### src/rtl/alu_muldiv_seq.sv
// Sequential unsigned multiply / divide engine that borrows the shared
// 16-bit ALU for one add or subtract per clock.
module alu_muldiv_seq #(
    parameter int WIDTH = 16
) (
    input  logic             clk,
    input  logic             reset,
    input  logic             start,
    input  logic             cmd,
    input  logic [WIDTH-1:0] a,
    input  logic [WIDTH-1:0] b,
    output logic             busy,
    output logic             done,
    output logic             div0,
    output logic [WIDTH-1:0] result_hi,
    output logic [WIDTH-1:0] result_lo,
    output logic [1:0]       alu_op,
    output logic [WIDTH-1:0] alu_a,
    output logic [WIDTH-1:0] alu_b,
    input  logic [WIDTH-1:0] alu_o,
    input  logic             alu_cout
);

    localparam int CW = $clog2(WIDTH);

    typedef enum logic [2:0] {
        S_IDLE,
        S_LOAD,
        S_MUL,
        S_DIV,
        S_DONE
    } state_t;

    state_t           state;
    state_t           state_nxt;
    logic             cmd_q;
    logic [WIDTH-1:0] m;
    logic [WIDTH-1:0] hi;
    logic [WIDTH-1:0] lo;
    logic [WIDTH-1:0] hi_nxt;
    logic [WIDTH-1:0] lo_nxt;
    logic [CW-1:0]    cnt;
    logic             last;
    logic             accept;
    logic             zero_div;

    assign accept   = start && (state == S_IDLE || state == S_DONE);
    assign last     = (cnt == CW'(WIDTH - 1));
    assign zero_div = cmd_q && (m == '0);

    // State register; reset aborts any operation in flight
    always_ff @(posedge clk or negedge reset) begin
        if (!reset) begin
            state <= S_IDLE;
        end else begin
            state <= state_nxt;
        end
    end

    // Next-state selection; start only matters in IDLE and DONE
    always_comb begin
        state_nxt = state;
        unique case (state)
            S_IDLE: begin
                if (start) begin
                    state_nxt = S_LOAD;
                end
            end
            S_LOAD: begin
                if (!cmd_q) begin
                    state_nxt = S_MUL;
                end else if (zero_div) begin
                    state_nxt = S_DONE;
                end else begin
                    state_nxt = S_DIV;
                end
            end
            S_MUL, S_DIV: begin
                if (last) begin
                    state_nxt = S_DONE;
                end
            end
            S_DONE: begin
                state_nxt = start ? S_LOAD : S_IDLE;
            end
            default: state_nxt = S_IDLE;
        endcase
    end

    // Status flags and ALU request; bus stays quiet outside iterations
    always_comb begin
        busy   = 1'b0;
        done   = 1'b0;
        alu_op = 2'b00;
        alu_a  = '0;
        alu_b  = '0;
        unique case (state)
            S_LOAD: begin
                busy = 1'b1;
            end
            S_MUL: begin
                busy   = 1'b1;
                alu_op = 2'b00;
                alu_a  = hi;
                alu_b  = m;
            end
            S_DIV: begin
                busy   = 1'b1;
                alu_op = 2'b01;
                alu_a  = {hi[WIDTH-2:0], lo[WIDTH-1]};
                alu_b  = m;
            end
            S_DONE: begin
                done = 1'b1;
            end
            default: begin
                busy = 1'b0;
            end
        endcase
    end

    // One shift-add or restoring-subtract step from the ALU response
    always_comb begin
        hi_nxt = hi;
        lo_nxt = lo;
        unique case (state)
            S_MUL: begin
                if (lo[0]) begin
                    hi_nxt = {alu_cout, alu_o[WIDTH-1:1]};
                    lo_nxt = {alu_o[0], lo[WIDTH-1:1]};
                end else begin
                    hi_nxt = {1'b0, hi[WIDTH-1:1]};
                    lo_nxt = {hi[0], lo[WIDTH-1:1]};
                end
            end
            S_DIV: begin
                if (hi[WIDTH-1] || alu_cout) begin
                    hi_nxt = alu_o;
                    lo_nxt = {lo[WIDTH-2:0], 1'b1};
                end else begin
                    hi_nxt = {hi[WIDTH-2:0], lo[WIDTH-1]};
                    lo_nxt = {lo[WIDTH-2:0], 1'b0};
                end
            end
            default: begin
                hi_nxt = hi;
                lo_nxt = lo;
            end
        endcase
    end

    // Operand capture, iteration state and result registers
    always_ff @(posedge clk or negedge reset) begin
        if (!reset) begin
            cmd_q     <= 1'b0;
            m         <= '0;
            hi        <= '0;
            lo        <= '0;
            cnt       <= '0;
            div0      <= 1'b0;
            result_hi <= '0;
            result_lo <= '0;
        end else if (accept) begin
            cmd_q <= cmd;
            m     <= b;
            hi    <= '0;
            lo    <= a;
            cnt   <= '0;
            div0  <= 1'b0;
        end else begin
            unique case (state)
                S_LOAD: begin
                    if (zero_div) begin
                        result_hi <= lo;
                        result_lo <= '1;
                        div0      <= 1'b1;
                    end
                end
                S_MUL, S_DIV: begin
                    hi  <= hi_nxt;
                    lo  <= lo_nxt;
                    cnt <= cnt + 1'b1;
                    if (last) begin
                        result_hi <= hi_nxt;
                        result_lo <= lo_nxt;
                    end
                end
                default: begin
                    cnt <= cnt;
                end
            endcase
        end
    end

endmodule
### config.mk
export PLATFORM = sky130hd
export DESIGN_NAME = alu_muldiv_seq
export DESIGN_NICKNAME = d
export VERILOG_FILES = /design/src/rtl/alu_muldiv_seq.sv
export SDC_FILE = /design/constraint.sdc
export NUM_CORES = 1
export LEC_CHECK = 0
export CORE_MARGIN = 1
export CORE_UTILIZATION = 45
export CTS_CLUSTER_SIZE = 28
export DETAILED_ROUTE_END_ITERATION = 7
export PLACE_DENSITY = 0.76
export SLEW_MARGIN = 20
export SYNTH_ARGS = -nofsm -noshare
export SYNTH_HDL_FRONTEND = slang
export SYNTH_SLANG_ARGS = --single-unit
### constraint.sdc
create_clock -name clk -period 1.91 [get_ports clk]
set_input_delay 0.4775 -clock clk [delete_from_list [all_inputs] [get_ports clk]]
set_output_delay 0.4775 -clock clk [all_outputs]
set_load 0.01 [all_outputs]
==> metrics, run 1 <==
kind of path behind the tightest hold check input port to asynchronous set/reset pin; flop2flop setup slack 0.06 ns; period utilization 101%; number of clock sinks between 80 and 90; Leakage between 2 and 3 nW; routability cong. ~0.84; Crit path arrival time 1.45 ns; max-slew violation count 0; Distinct cells, synth 45; clock tree from TritonCTS done; combinational share of power 55.2%; Required @ worst endpoint ~1.4 ns; pin count of the biggest net entering global routing 36; vias in the first global route 4438; number of antenna violations at the first check in global routing 0; post-placement worst setup slack -0.186 ns; Final Hold Violating Endpoints 0; area of the mapped netlist roughly 5000 um2; instance area after placement between 6000 and 7000 um2; Core Box Area ~11000 um2; Post-Route WL 14.0 mm; average footprint of a synthesized cell 9.82 um2; layout cells sized above 1 about 18%; die height 108 um; clock insertion delay at the later pin of the skew report roughly 0.37 ns; count of port buffers added during placement 120; number of buffers inserted by hold repair at cts 0; run status finished with violations; detail-routed net length per standard cell 18.0 um; cts bufs inserted 9; Worst IR Drop VDD about 830 uV; worst stage delay on the critical path 0.44 ns; slack of the critical path -0.0188 ns; classification of the worst setup path flop to output port; DR DRC count 0; die footprint between 10000 and 15000 um2; switching power share of the total 41.2%; # rows 38; WHS between 0.04 and 0.05 ns; H-tree depth reported by CTS 3; final cell count without fillers 780; overall die width 108 um; initial drt markers 242; Post-synth EDFFs 0; Seq/Total Area, Yosys 44.1%; highest-count cells in the layout ignoring fill and taps 88 x dfrtp_1, 84 x clkdlybuf4s50_1, 51 x nor2_1; DR vias roughly 4600; area grow syn2layout 34.8%; half-perimeter wire length after detailed placement 9.72 mm; switching power total 4.70 mW; minimum period implied by the final worst setup slack around 1.9 ns; Worst Path Max Fanout 12; capture instance of the worst register-to-register path result_hi[15]; Pwr Density 1680 nW/um2; Antenna Nets Post-Route 0; Critical Path Slowest Stage Cell dfrtp_2; warnings from Yosys 0; kind of start point of the critical path flop; via-per-instance ratio 5.84; Seq pwr share 33.3%; Worst R2R Path Depth 4; ordered list of cells on the worst path buf_12 -> buf_4 -> mux2i_1 -> nor2_1 -> buf_2; Post-synth ARST share 100%; endpoints failing setup 8; startpoint of the most critical register-to-register path m[0]; internal portion of total power 6.71 mW; post-route cell area 6810 um2; count of state elements after synthesis a little under 90; gr ovfl total 0; failing checks negative setup slack; Longest Clk Path Bufs 2; n_diodes 0; part of the total power dissipated in the clock network between 10% and 20%; timing-limited maximum frequency 518 MHz; unrepaired setup endpoints after global routing yes; Root Buffer Master clkbuf_8; post-synth net total ~570; number of primary I/O pins 122; Final Net Count 689; clock transition at the registers of the reported paths 0.09 ns; first-pass GRT wire length 22.5 mm; most common library cell in the layout ignoring fill and taps dfrtp_1; endpoint type of the worst setup path output port; power consumption 11.4 mW; main flop type after synthesis dfrtp_1; synthesized instance count 514; Clock Skew 0.00734 ns; number of violations of the max-capacitance limit 0; initial core utilization between 40% and 50%; Overall Global Routing Usage 25.3%; # placed instances 755; router iterations before antenna repair 5
-- metrics by stage --
step                      TNS [ns]  utilization, %
after floorplan                  0               -
after global placement       -4.49            60.6
after CTS                   -0.235            61.8
final                      -0.0795            62.5
after global routing         -1.19            62.5
after detailed placement     -5.82            60.6
-- worst max-delay path, delay by kind of cell, from the launching register on --
kind	cells	cell delay, ns
DFF	1	0.44
buffers and inverters	3	0.42
muxes	1	0.15
and+or+nand+nor	1	0.06
-- power groups by stage --
stage          clock (mW)  sequential (mW)  combinational, mW
6_report             1.31             3.80               6.30
2_1_floorplan           0             3.66               3.64
3_5_place_dp            0             3.80               6.40
4_1_cts              1.35             3.78               6.18
5_1_grt              1.42             3.92               6.91
3_3_place_gp            0             3.77               6.24
-- how the worst max path moves through the flow --
stage / end / startpoint / slack [ns] / cells past startpoint
global placement: hi[6] / start / -0.16 / 6
finish: alu_a[9] / state[0] / -0.02 / 5
global route: alu_a[8] / state[0] / -0.11 / 5
floorplan: alu_a[10] / state[0] / 0.02 / 5
CTS: alu_a[7] / state[0] / -0.05 / 5
detailed placement: result_hi[13] / alu_cout / -0.19 / 5
-- registers in the layout, summed over array words and instances, names as in the netlist --
signal     count
hi            16
result_lo     16
result_hi     16
cmd_q          1
state          3
lo            16
div0           1
cnt            4
m             16
-- Yosys cell counts, types with 2 or more instances --
master,number,area share [%]
dfrtp_1,89,44
nor2_1,55,4.1
mux2i_1,46,9.1
nand2_1,42,3.1
clkbuf_1,33,2.5
and2_1,18,2.2
a22oi_1,17,2.5
mux2_1,17,3.8
nor2b_1,17,2.1
o21ai_0,16,1.6
o31ai_1,16,2.4
a211oi_1,15,2.2
a31oi_1,15,1.9
o311a_1,15,3.0
o32a_1,15,3.0
a221o_1,13,2.6
inv_1,12,0.89
buf_2,8,0.79
a21oi_1,7,0.69
buf_1,7,0.52
o21ai_1,7,0.69
inv_2,6,0.45
nor4_4,4,1.7
and3_1,2,0.25
xor2_1,2,0.35
-- cell families after synthesis --
logic type,synth area share [%]
xor gates and xnor gates,0.347
AOI/OAI and AO/OA,21.3
muxes,13.1
adders and majority gates,0.248
other,0.0743
and+or+nand+nor,15.3
buffers and inverters,5.48
DFF,44.1
-- routing by layer --
metal | vias to the layer above | routed length [um] | global-route usage, %
met5 | - | 0 | 0
met4 | 0 | 313 | 8.71
li1 | 2125 | - | -
met1 | 2219 | 6200 | 34.9
met3 | 20 | 1070 | 5.30
met2 | 192 | 6430 | 39.6
-- cell type report --
class | count | area [um2]
clock buffer | 11 | 141
sequential | 89 | 2230
clock inverter | 5 | 55.1
multi-input combinational | 357 | 2610
timing repair buffer | 160 | 1530
fill | 894 | 4080
inverter | 18 | 67.6
tap | 140 | 175
-- what timing repair did --
| item | 4_1_cts | 5_1_grt |
|---|---|---|
| endpoints found under the setup margin | 50 | 52 |
| resized for setup | 141 | 18 |
| buffers inserted | 5 | 3 |
| pin swaps | 0 | 2 |
| gates cloned | 1 | 0 |
(Power assumes the default switching activity.)
==> run 2: changes to the inputs <==
Settings changed: CAP_MARGIN set to 0, RECOVER_POWER set to 100.
==> metrics, run 2 (synthesis gave the netlist of run 1 again) <==
clock tree from TritonCTS done (unchanged); vias in the first global route 4438 (unchanged); FF+latch area 2230 um2 (unchanged); number of buffers inserted by hold repair at cts 0 (unchanged); die footprint 11700 um2 (unchanged); Post-Route WL 14.0 mm (about the same); count of port buffers added during placement 120 (unchanged); initial core utilization 46.4% (unchanged); Final Net Count 689 (unchanged); relative max-transition margin 42.6%; final-layout fill cell count 904 (was 894); kind of start point of the critical path flop (unchanged); unrepaired setup endpoints after global routing yes (unchanged); Final Hold Violating Endpoints 0 (unchanged); final cell utilization of the core 61.9% (was 62.5%); multi-input gate area in the final layout 2600 um2 (was 2610 um2); DR vias 4561 (was 4556); gr ovfl total 0 (unchanged); highest-count cells in the layout ignoring fill and taps 88 x dfrtp_1, 64 x clkdlybuf4s50_1, 51 x nor2_1 (was 88 x dfrtp_1, 84 x clkdlybuf4s50_1, 51 x nor2_1); Clock Skew 0.00596 ns (was 0.00734 ns); number of violations of the max-capacitance limit 0 (unchanged); Longest Clk Path Bufs 2 (unchanged); Overall Global Routing Usage 25.3% (unchanged); classification of the worst setup path flop to output port (unchanged); run status finished with violations (unchanged); slack of the critical path -0.0180 ns (was -0.0188 ns); H-tree depth reported by CTS 3 (unchanged); final cell count without fillers 780 (unchanged); minimum period implied by the final worst setup slack 1.93 ns (about the same); endpoints failing setup 8 (unchanged); Antenna Nets Post-Route 0 (unchanged); clock transition at the registers of the reported paths 0.09 ns (about the same); DR DRC count 0 (unchanged); Setup TNS -0.0858 ns (was -0.0795 ns); overall die width 108 um (unchanged); Required @ worst endpoint 1.43 ns (about the same); most common library cell in the layout ignoring fill and taps dfrtp_1 (unchanged); endpoint type of the worst setup path output port (unchanged); number of antenna violations at the first check in global routing 0 (unchanged); clock insertion delay at the later pin of the skew report 0.37 ns (about the same); kind of path behind the tightest hold check input port to asynchronous set/reset pin (unchanged); number of clock sinks 89 (unchanged); area grow syn2layout 33.5% (was 34.8%); # rows 38 (unchanged); Leakage 2.97 nW (was 3.00 nW); Worst Path Max Fanout 12 (unchanged); cts bufs inserted 9 (unchanged); failing checks negative setup slack (unchanged); n_diodes 0 (unchanged); Worst IR Drop VDD 802 uV (was 832 uV); post-placement worst setup slack -0.186 ns (unchanged); Root Buffer Master clkbuf_8 (unchanged); router iterations before antenna repair 5 (unchanged); timing-limited maximum frequency 519 MHz (was 518 MHz); detail-routed net length per standard cell 18.0 um (about the same); actual transition at the worst max-transition pin 0.862 ns; Pwr Density 1670 nW/um2 (was 1680 nW/um2); layout cells sized above 1 17.7% (was 18.1%); routability cong. 0.844 (unchanged); via-per-instance ratio 5.85 (was 5.84); # placed instances 755 (unchanged); Crit path arrival time 1.45 ns (about the same); period utilization 101% (about the same); pin count of the biggest net entering global routing 36 (unchanged); max-slew violation count 0 (unchanged); first-pass GRT wire length 22.5 mm (unchanged); Core Box Area 10900 um2 (unchanged); number of primary I/O pins 122 (unchanged); initial drt markers 197 (was 242); half-perimeter wire length after detailed placement 9.72 mm (unchanged); die height 108 um (unchanged)
## run 2: changes by cell type in the layout (fill, tap and decap cells not counted), sizes merged
cell and change:
clkdlybuf4s50 -20, buf -12, dlygate4sd3 +20, clkbuf +12
## run 2: worst max-delay path: stages (launching register included)
cell and delay, ns:
dfrtp_2 0.44, buf_12 0.16, buf_4 0.13, mux2i_1 0.10
nor2_1 0.10, buf_2 0.14
## run 2: final timing paths
| path | from | end | slack, ns | cells past startpoint |
|---|---|---|---|---|
| min in group clk | result_lo[0] | result_lo[0] | 0.50 | 1 |
| max reg2reg | m[14] | result_hi[15] | -0.01 | 4 |
| min reg2reg | result_lo[0] | result_lo[0] | 0.50 | 1 |
| min | reset | cmd_q | 0.20 | 1 |
| max in group asynchronous | reset | result_lo[5] | 0.44 | 2 |
| max | state[0] | alu_a[7] | -0.02 | 5 |
## run 2: report_power, final
part,internal [mW],total (mW),switching (mW),leakage (nW)
combinational,3.15,6.17,3.03,1.82
sequential,2.80,3.78,0.975,1.06
clock,0.636,1.31,0.674,0.0953
total,6.58,11.3,4.68,2.97
## run 2: what timing repair did
action	CTS	global route
pin swaps	0	2
buffers inserted	5	3
setup endpoints to repair	50	52
gates resized for setup	141	18
cloned	1	0
endpoints found under the hold margin	0	0
## run 2: final cells by class
class | count | share of cell area (%)
clock inverter | 5 | 0.816
timing repair buffer | 160 | 21.9
clock buffer | 11 | 2.10
inverter | 18 | 1.00
multi-input combinational | 357 | 38.5
tap | 140 | 2.60
sequential | 89 | 33.0
## run 2: metrics by stage
step / total power, mW / instance area [um2] / hold WS (ns)
final: 11.3 / 6740 / 0.198
after global routing: 12.1 / 6740 / 0.218
after CTS: 11.3 / 6730 / 0.0402
after detailed placement: 10.2 / 6600 / 0.452
after global placement: 10.0 / 6600 / 0.447
after floorplan: 7.30 / 5050 / 0.182
## run 2: per-layer routing
| metal | vias up | wire, um | GRT usage [%] |
|---|---|---|---|
| met5 | - | 0 | 0 |
| met2 | 171 | 6450 | 39.6 |
| met4 | 0 | 316 | 8.71 |
| li1 | 2131 | - | - |
| met1 | 2239 | 6310 | 34.9 |
| met3 | 20 | 951 | 5.30 |
==> variant 1: new RTL, settings of run 2 <==
Add an input register stage for `start`, `cmd`, `a`, `b`, `alu_o` and `alu_cout`; this delays them by one clock.
--- a/src/rtl/alu_muldiv_seq.sv
+++ b/src/rtl/alu_muldiv_seq.sv
@@ -33,2 +33,18 @@
 
+    logic start_q;
+    logic cmd_r;
+    logic [WIDTH-1:0] a_q;
+    logic [WIDTH-1:0] b_q;
+    logic [WIDTH-1:0] alu_o_q;
+    logic alu_cout_q;
+
+    always_ff @(posedge clk) begin
+        start_q    <= start;
+        cmd_r      <= cmd;
+        a_q        <= a;
+        b_q        <= b;
+        alu_o_q    <= alu_o;
+        alu_cout_q <= alu_cout;
+    end
+
     state_t           state;
@@ -46,3 +62,3 @@
 
-    assign accept   = start && (state == S_IDLE || state == S_DONE);
+    assign accept   = start_q && (state == S_IDLE || state == S_DONE);
     assign last     = (cnt == CW'(WIDTH - 1));
@@ -64,3 +80,3 @@
             S_IDLE: begin
-                if (start) begin
+                if (start_q) begin
                     state_nxt = S_LOAD;
@@ -83,3 +99,3 @@
             S_DONE: begin
-                state_nxt = start ? S_LOAD : S_IDLE;
+                state_nxt = start_q ? S_LOAD : S_IDLE;
             end
@@ -128,4 +144,4 @@
                 if (lo[0]) begin
-                    hi_nxt = {alu_cout, alu_o[WIDTH-1:1]};
-                    lo_nxt = {alu_o[0], lo[WIDTH-1:1]};
+                    hi_nxt = {alu_cout_q, alu_o_q[WIDTH-1:1]};
+                    lo_nxt = {alu_o_q[0], lo[WIDTH-1:1]};
                 end else begin
@@ -136,4 +152,4 @@
             S_DIV: begin
-                if (hi[WIDTH-1] || alu_cout) begin
-                    hi_nxt = alu_o;
+                if (hi[WIDTH-1] || alu_cout_q) begin
+                    hi_nxt = alu_o_q;
                     lo_nxt = {lo[WIDTH-2:0], 1'b1};
@@ -163,6 +179,6 @@
         end else if (accept) begin
-            cmd_q <= cmd;
-            m     <= b;
+            cmd_q <= cmd_r;
+            m     <= b_q;
             hi    <= '0;
-            lo    <= a;
+            lo    <= a_q;
             cnt   <= '0;
Check against the original RTL: not equivalent (a bounded check fails within 4 cycles, from zero or initial values and one cycle with reset low).
==> variant 1 against run 2 <==
  * The flow still finishes with violations (negative setup slack)
  * Worst hold slack worse by 0.011 ns
  * Via count up 6.5%
  * Total power increased by 45%
  * Wire length rose by 19%
  * Sequential cell count grew 51
  * Worst setup slack lost 0.14 ns
  * Register-to-register slack got worse by 0.04 ns
  * Cell area rose by 31%
  * Synthesized area increased by 16%
  * Global-route usage down 0.95 points
  * Cell count grew 13%
  * Highest routed layer unchanged
  * First-iteration DRC count rose by 130%
==> variant 1: results (changes against run 2) <==
[finish]
multi_input_area_share_pct=31.6  ; -6.9 points
multi_input_gates=359  ; +0.56%
area_share_clock_buf_inv_pct=7.16  ; +4.2 points
fillers=858  ; -5.1%
inverters_excl_clock=1  ; -17
area.growth.synth_to_final_pct=50.1
n_antenna_cell=1  ; +1
final-nonclk-buf-share_pct=21.9  ; -0.029 points
nNonClkBuffers=179  ; +12%
nClkBuffers=19  ; +8

[setup_path]
crit_path_max_fanout=4  ; -8
endpoint=alu_b[14]
rr_startpoint=state[2]$_DFFE_PN0P_
r2r_slack_ns=-0.05  ; -0.04 ns
r2r-end=result_hi[7]$_DFFE_PN0P_

[grt]
grt_pass1_vias=4743  ; +6.9%
grt_max_degree=39  ; +8.3%
grt_pass1_wl_um=24500  ; +8.8%
antenna_found_initial=1  ; +1

[sta]
setup_slack_ns=-0.160  ; -0.142 ns
hold-worst-slack_ns=0.187  ; -0.0114 ns
skew_ns=0.00694  ; +0.000987 ns
finalSetupViolCount=36  ; +28
tightest_slew_ns=0.931  ; +0.0691 ns
tns_ns=-3.56  ; -3.48 ns

[logic_synthesis]
synthTopCellsByArea=dfrtp_1 38%, dfxtp_1 17%, mux2i_1 7.1%, mux2_2 6.7%, o21ai_0 3.7%
ys_seq_area_share_pct=55.2  ; +11 points
syn_area_per_cell_um2=11.0  ; +12%
async_flop_share_pct=63.6  ; -36 points
mappedNetlistNets=590  ; +3.9%

[placement]
gp_congestion=0.815  ; -3.4%
dpl.cell_count=819  ; +8.5%
dpl-instance-area_um2=7410  ; +12%
pre_cts_ws_ns=-0.0765  ; +0.109 ns
dp_hpwl_um=10300  ; +6.0%

[power_and_ir_drop]
ir_drop_v=0.000928  ; +16%
power.switching_w=0.00609  ; +30%

[routing]
wire_per_inst_um=18.9  ; +5.4%
viasPerCell=5.49  ; -6.0%
first_iter_violations=453  ; +130%
wl_um=16800  ; +19%

[clocking]
cts_max_level=4  ; +1
cts_made_buffers=17  ; +8
clk-insertion-delay-late_ns=0.42  ; +0.05 ns
path_clk_slew_ns=0.06  ; -0.03 ns

[run_status]
violations=negative setup slack
status=complete, but fails checks

variant 1: cell types whose count changed after synthesis, sizes merged, moves of 16 or more:
cell,change
inv,-17
o21ai,+37
clkbuf,-23
nor2b,-16
mux2,+17
a21oi,+34
o31ai,-16
dfxtp,+51
variant 1: layer usage:
layer  vias up  GRT usage (%)  share of wire, %
met1      2378           31.8                41
met3        29           6.43               7.2
li1       2234              -                 -
met2       216           38.6                49
met4         0           9.74               2.5
met5         -              0                 0
variant 1: power groups by stage:
stage / Sequential, W / Combinational, W / Clock [W]
after detailed placement: 0.00481 / 0.00642 / 0
after global routing: 0.00502 / 0.00853 / 0.00367
after CTS: 0.00481 / 0.00669 / 0.00354
after floorplan: 0.00464 / 0.00370 / 0
final: 0.00490 / 0.00794 / 0.00350
after global placement: 0.00477 / 0.00624 / 0
variant 1: cells by family after synthesis:
group           share of synthesized area, %
compound gates                          16.3
xor+xnor                               0.298
fa+ha+maj                              0.213
buf+inv                                 4.00
flops                                   55.2
mux                                     13.9
other cells                           0.0638
simple gates                            10.1
==> variant 2: new RTL, settings of run 2 <==
Without the edit above. Set the parameter `WIDTH` to 8 (it was 16).
--- a/src/rtl/alu_muldiv_seq.sv
+++ b/src/rtl/alu_muldiv_seq.sv
@@ -3,3 +3,3 @@
 module alu_muldiv_seq #(
-    parameter int WIDTH = 16
+    parameter int WIDTH = 8
 ) (
Ports: changed (7 resized); port bits go from 122 to 66. No check against the original RTL was run, so the function may have changed too.
==> variant 2 against run 2 <==
  * Wire length is 54% lower
  * Sequential cell count is 41 lower
  * Global-route usage is 2.7 points lower
  * Worst setup slack better by 0.076 ns
  * Clock power is 44% lower
  * Cell area is 46% lower
  * Synthesized area is 46% lower
  * Total power is 46% lower
  * Combinational power is 45% lower
  * Sequential power is 47% lower
  * Critical endpoint is now alu_b[6]
==> variant 2: results (changes against run 2) <==
[run_status]
status=complete, no violations

[setup_path]
crit_path_max_fanout=6  ; -6
cp.arrival_ns=1.37  ; -0.08 ns
cpMaxStageDelayCell=dfrtp_1
crit_path_max_incr_delay_ns=0.40  ; -0.04 ns

[logic_synthesis]
ys_types=35  ; -22%
yosys-top-cells-count=56 x nand2_1, 48 x dfrtp_1, 28 x mux2i_1, 21 x o21ai_0
syn_area_per_cell_um2=9.94  ; +1.2%
yosysMostFrequentCell=nand2_1
mappedNetlistNets=307  ; -46%

[finish]
fin_nets=387  ; -44%
fillers=516  ; -43%

[routing]
met1_length_um=2840  ; -55%
wl_um=6480  ; -54%
met2_length_um=3240  ; -50%
viasPerCell=5.30  ; -9.4%
first_iter_violations=135  ; -31%
dr.pass1.iters=6  ; +1
wire_per_inst_um=15.0  ; -17%

[grt]
grt_use_total_pct=22.6  ; -2.7 points
grt_max_degree=49  ; +36%
grt_pass1_wl_um=11000  ; -51%
grt_pass1_vias=2271  ; -49%

[sta]
slew_headroom_pct=21.5  ; -21 points

[clocking]
cts_made_buffers=5  ; -4
cts_max_level=2  ; -1

[placement]
dpl-instance-area_um2=3610  ; -45%
pre_cts_ws_ns=-0.0565  ; +0.129 ns
dpl.cell_count=420  ; -44%
dp_hpwl_um=4680  ; -52%

[die]
die-area_um2=6410  ; -45%

[power_and_ir_drop]
p_leak_nw=1.63  ; -45%

-- variant 2: path summary, 6_finish.rpt --
path	slack (ns)	from	cells past startpoint	endpoint
setup / recovery	0.06	state[1]$_DFFE_PN0P_	5	alu_b[6]
min in group clk	0.50	result_lo[2]$_DFFE_PN0P_	1	result_lo[2]$_DFFE_PN0P_
max in group asynchronous	0.70	reset	2	m[4]$_DFFE_PN0P_
setup reg to reg	0.16	state[0]$_DFFE_PN0P_	5	result_lo[6]$_DFFE_PN0P_
hold / removal	0.49	reset	2	result_hi[1]$_DFFE_PN0P_
hold reg to reg	0.50	result_lo[2]$_DFFE_PN0P_	1	result_lo[2]$_DFFE_PN0P_
-- variant 2: layout make-up --
cell class                 count  share of cell area (%)
sequential                    48                    33.2
timing repair buffer          92                    21.8
tap                           75                    2.59
multi-input combinational    205                    39.0
clock buffer                   6                    2.01
inverter                       4                   0.415
clock inverter                 2                   0.969
-- variant 2: through the flow --
step           util (%)  hold slack [ns]
6_report           61.5            0.487
5_1_grt            61.5            0.526
4_1_cts            63.5            0.155
3_5_place_dp       61.4            0.482
3_3_place_gp       61.4            0.486
2_1_floorplan         -            0.182
-- variant 2: report_power, final --
| group | switching (W) | leakage, nW | total [W] | internal, W |
|---|---|---|---|---|
| registers | 0.000489 | 0.578 | 0.00201 | 0.00152 |
| clock network | 0.000340 | 0.0552 | 0.000729 | 0.000389 |
| logic | 0.00166 | 1.00 | 0.00340 | 0.00174 |
-- variant 2: layer usage --
layer  vias up  track usage (%)
met5         -                0
met4         0             6.79
met3        10             5.68
met2        59             37.6
met1      1106             28.9
li1       1114                -
-- variant 2: kinds of logic (layout without fill, tap and decap cells) --
family	count (synthesis)	after routing	share of synthesized area (%)
AO/OA/AOI/OAI	40	40	9.44
adder cells (fa/ha/maj)	2	2	0.912
other	1	1	0.137
flip-flops	48	48	43.8
multiplexers	53	53	21.7
AND/OR/NAND/NOR	109	109	19.7
buffers and inverters	23	104	4.29
-- variant 2: what timing repair did --
action | in CTS | in global routing
cloned | 1 | 0
gates resized for setup | 66 | 16
pin swaps | 0 | 1
setup buffers | 5 | 0
endpoints found under the setup margin | 19 | 23
